$ cat src/rtl/uart_rx_fifo.sv
// Receive-side FIFO for a UART receiver: captures each completed word on the falling
// edge of rx_busy into a first-word-fall-through circular buffer with a sticky overflow flag.
module uart_rx_fifo #(
  parameter int unsigned BIT_WIDTH  = 8,
  parameter int unsigned DEPTH_LOG2 = 3
) (
  input  logic                  clk,
  input  logic                  rst,
  input  logic                  en,
  input  logic                  rx_busy,
  input  logic [BIT_WIDTH-1:0]  rx_data,
  output logic                  rx_en,
  input  logic                  rd_en,
  output logic [BIT_WIDTH-1:0]  rd_data,
  output logic                  empty,
  output logic                  full,
  output logic [DEPTH_LOG2:0]   count,
  output logic                  overflow,
  input  logic                  ovf_clr
);

  localparam int unsigned Depth = 2 ** DEPTH_LOG2;
  localparam logic [DEPTH_LOG2:0]   FullCount = (DEPTH_LOG2 + 1)'(Depth);
  localparam logic [DEPTH_LOG2:0]   CountOne  = (DEPTH_LOG2 + 1)'(1);
  localparam logic [DEPTH_LOG2-1:0] PtrOne    = DEPTH_LOG2'(1);

  typedef enum logic [1:0] {
    StWaitIdle = 2'b00,
    StIdle     = 2'b01,
    StBusy     = 2'b10
  } state_e;

  state_e                 state_q, state_d;
  logic                   push;
  logic                   push_ok;
  logic                   pop_ok;
  logic                   drop;

  logic [DEPTH_LOG2-1:0]  wr_ptr_q, wr_ptr_d;
  logic [DEPTH_LOG2-1:0]  rd_ptr_q, rd_ptr_d;
  logic [DEPTH_LOG2:0]    count_q, count_d;
  logic                   overflow_q, overflow_d;

  logic [BIT_WIDTH-1:0]   mem [Depth];

  // Capture FSM: a word is complete when busy falls after having been seen high.
  always_comb begin
    state_d = state_q;
    push    = 1'b0;
    case (state_q)
      StWaitIdle: begin
        if (!rx_busy) state_d = StIdle;
      end
      StIdle: begin
        if (rx_busy) state_d = StBusy;
      end
      StBusy: begin
        if (!rx_busy) begin
          state_d = StIdle;
          push    = 1'b1;
        end
      end
      default: state_d = StWaitIdle;
    endcase
  end

  assign empty = (count_q == '0);
  assign full  = (count_q == FullCount);

  // A full FIFO still accepts a push when the head leaves in the same cycle.
  assign pop_ok  = rd_en && !empty;
  assign push_ok = push && (!full || rd_en);
  assign drop    = push && full && !rd_en;

  always_comb begin
    wr_ptr_d   = wr_ptr_q;
    rd_ptr_d   = rd_ptr_q;
    count_d    = count_q;
    overflow_d = overflow_q;

    if (push_ok) wr_ptr_d = wr_ptr_q + PtrOne;
    if (pop_ok)  rd_ptr_d = rd_ptr_q + PtrOne;

    if (push_ok && !pop_ok) begin
      count_d = count_q + CountOne;
    end else if (pop_ok && !push_ok) begin
      count_d = count_q - CountOne;
    end

    if (drop) begin
      overflow_d = 1'b1;
    end else if (ovf_clr) begin
      overflow_d = 1'b0;
    end
  end

  always_ff @(posedge clk or negedge rst) begin
    if (!rst) begin
      state_q    <= StWaitIdle;
      wr_ptr_q   <= '0;
      rd_ptr_q   <= '0;
      count_q    <= '0;
      overflow_q <= 1'b0;
    end else begin
      state_q    <= state_d;
      wr_ptr_q   <= wr_ptr_d;
      rd_ptr_q   <= rd_ptr_d;
      count_q    <= count_d;
      overflow_q <= overflow_d;
    end
  end

  // Storage is deliberately left out of reset.
  always_ff @(posedge clk) begin
    if (push_ok) mem[wr_ptr_q] <= rx_data;
  end

  assign rd_data  = empty ? '0 : mem[rd_ptr_q];
  assign count    = count_q;
  assign overflow = overflow_q;
  assign rx_en    = en && !full;

endmodule

$ cat config.mk
export PLATFORM = sky130hd
export DESIGN_NAME = uart_rx_fifo
export DESIGN_NICKNAME = d
export VERILOG_FILES = /design/src/rtl/uart_rx_fifo.sv
export SDC_FILE = /design/constraint.sdc
export NUM_CORES = 1
export LEC_CHECK = 0
export BUFFER_PORTS_ARGS = -buffer_cell sky130_fd_sc_hd__buf_4
export CAP_MARGIN = 20
export CORE_MARGIN = 1
export CORE_UTILIZATION = 50
export CTS_CLUSTER_SIZE = 12
export DETAILED_ROUTE_END_ITERATION = 10
export PLACE_DENSITY_LB_ADDON = 0.12
export SETUP_SLACK_MARGIN = 0.1
export SYNTH_ARGS = -nofsm -noshare
export SYNTH_HDL_FRONTEND = slang
export SYNTH_SLANG_ARGS = --single-unit
$ cat constraint.sdc
create_clock -name clk -period 4.3 [get_ports clk]
set_input_delay 0.215 -clock clk [delete_from_list [all_inputs] [get_ports clk]]
set_output_delay 0.215 -clock clk [all_outputs]
set_load 0.01 [all_outputs]
==> impl_results.md <==
- # H-tree levels: 3
- Final Hold Vio Count: 0
- Nets@finish: roughly 230
- Final Wtd Congestion: 0.806
- Post-DR wirelength/cell: 21.0 um
- DRC violations left: 0
- Most common cell after layout, fill and taps aside: edfxtp_1
- Setup Skew: 5.76 ps
- Post-synth top area cell: edfxtp_1
- Sequential Area: 2250 um2
- Setup crit start kind: register
- Syn_area_per_cell: 18.7 um2
- Placed insts: ~270
- Port Buffers: 29
- Crit share post-route: 69.6%
- Max Fclk: 334 MHz
- Post-synthesis cell count: between 150 and 200
- Non-filler cells, final: between 200 and 300
- Ant. Diodes: 0
- WP data required: roughly 4500 ps
- Worst VDD drop: between 300 and 400 uV
- Hpwl dp: 3.81 mm
- Setup Fix Bufs, Post-CTS: 0
- Max Slew Vio Count: 0
- Synthesized flop and latch total: between 70 and 80
- Commonest cells after routing, fill and taps aside: edfxtp_1, buf_4, mux4_2, dfrtp_1
- Number of distinct library cells after synthesis: 34
- Die area: roughly 6700 um2
- Final setup viols: 0
- TritonRoute pass-1 iters: 4
- GRT Residual Overflow: 0
- Inserted Clock Buffers: 9
- Die Height: ~80 um
- Die Span X: a little over 80 um
- Worst hold slack: 42.8 ps
- Num rows: 28
- Iter 0 DRT Violations: 56
- Crit end category: register
- Layout Utilization: between 60% and 70%
- Pwr dens: between 600 and 700 nW/um2
- Vias per cell: between 5 and 6
- Register area share after synthesis: ~71%
- Maxcap violations: 0
- Slew headroom: about a third
- Synth top area cells: edfxtp_1, mux4_2, dfrtp_1
- Via count: approximately 1700
- Ys flop type: edfxtp_1
- Largest net degree at the start of global routing: 19
- Core Area: 6030 um2
- Mapped Area: roughly 3200 um2
- Number of flops mapped to enable cells by yosys: 64
- First-pass GRT wire length: approximately 9.4 mm
- Status: finished clean
- Worst Tran Pin Value: 990 ps
- Initial antenna violation count: 0
- Fillers: between 400 and 500
- Area grow syn2layout: 16.5%
- Crit Path Max Fanout: 7
- Share of cells above drive strength 1: 33.5%
- Crit path DAT: ~3200 ps
- Hold Path Class: in2reg
- Syn Nets: 190
- Internal reg-to-reg setup slack: 1310 ps
- Post-synth ARST share: around 17%
- Setup TNS: 0 ps
- Later-pin clock latency in the skew report: ~340 ps
- Clock sinks: 77
- Root Buffer: clkbuf_8
- TritonCTS clock tree: done
- Clock Path Buffers: 2
- Initial core utilization: between 50% and 60%
- Crit Path Class: reg2reg
- Final ANT Viol Nets: 0
- Share of the synthesized area in the top cell type: about three fifths
- GR Util All Layers: between 20% and 30%
- RSZ-0062 raised after global routing: false
- Clk slew on worst S/H paths: 70 ps
- Multi-input gate area: 893 um2
- Vias in the first global route: between 1500 and 2000
- Leakage: between 1 and 1.5 nW
- Warnings, synthesis: 0
- Min Tclk post-route: 2990 ps
- Detailed Route WL: about 6.0 mm
- Ports: 30
-- synthesized netlist by cell type, types with 2 or more instances --
library cell  instances
clkbuf_1              3
nand2b_1              2
and2_1                2
nand3_1               3
mux4_2               16
a21oi_1               3
nand2_1               4
nor3_1                5
ha_1                  5
buf_2                 3
dfrtp_1              13
edfxtp_1             64
nor2_1                5
inv_1                 5
xnor2_1               6
a22o_1                9
o211ai_1              4
mux2_2                2
-- worst max-delay path, stage by stage (launching register included) --
cell and delay [ps]:
dfrtp_1 470, or4b_4 610, o21ai_4 280, inv_1 80, ha_1 270, inv_1 160, ha_1 310, or4_1 480
o211ai_1 100, o211ai_1 90
-- area by class of cell --
| type | count | area share, % |
|---|---|---|
| Clock buffer | 11 | 3.54 |
| Clock inverter | 5 | 1.38 |
| Inverter | 5 | 0.506 |
| Multi-Input combinational cell | 81 | 24.1 |
| Sequential cell | 77 | 60.6 |
| Tap cell | 75 | 2.53 |
| Timing Repair Buffer | 33 | 7.29 |
-- routing by layer --
layer	GRT usage, %	vias to the layer above	wire (um)
met5	0	-	0
met4	9.65	0	80
met3	4.33	12	306
met2	33.6	41	3150
met1	26.2	877	2490
li1	-	751	-
-- power by group --
group	switching (mW)	internal (mW)
Clock	0.243	0.265
Combinational	0.328	0.437
Sequential	0.131	0.871
-- registers in the layout (all words and copies together) (netlist names) --
name      count
rd_ptr_q      3
state_q       2
overflow      1
count         4
wr_ptr_q      3
mem          64
-- worst paths after layout --
path / cells after the start / end / start
min in group asynchronous: 2 / rd_ptr_q[2] / rst
setup / recovery: 9 / count[3] / count[0]
setup reg to reg: 9 / count[3] / count[0]
hold reg to reg: 1 / state_q[0] / state_q[1]
hold / removal: 2 / state_q[0] / rx_busy
max in group asynchronous: 2 / wr_ptr_q[2] / rst
-- cells by family after synthesis --
logic type	Yosys count	share of synthesized area, %
AO/OA/AOI/OAI	19	4.92
multiplexers	20	12.8
flip-flops	77	70.6
adder cells (fa/ha/maj)	6	2.60
buffers and inverters	12	1.77
AND/OR/NAND/NOR	29	5.35
XOR/XNOR	7	1.93
-- stage by stage --
| stage | instance area [um2] | worst slack, ps | power [mW] |
|---|---|---|---|
| after floorplan | 3180 | 1470 | 1.48 |
| after global placement | 3490 | 1460 | 1.72 |
| after detailed placement | 3490 | 1320 | 1.76 |
| after CTS | 3680 | 1310 | 2.26 |
| after global routing | 3710 | 1130 | 2.40 |
| final | 3710 | 1310 | 2.27 |
-- timing repair --
action	4_1_cts	5_1_grt
endpoints found under the hold margin	13	0
gates resized for setup	0	0
hold buffers	1	0
(Power assumes the default switching activity.)
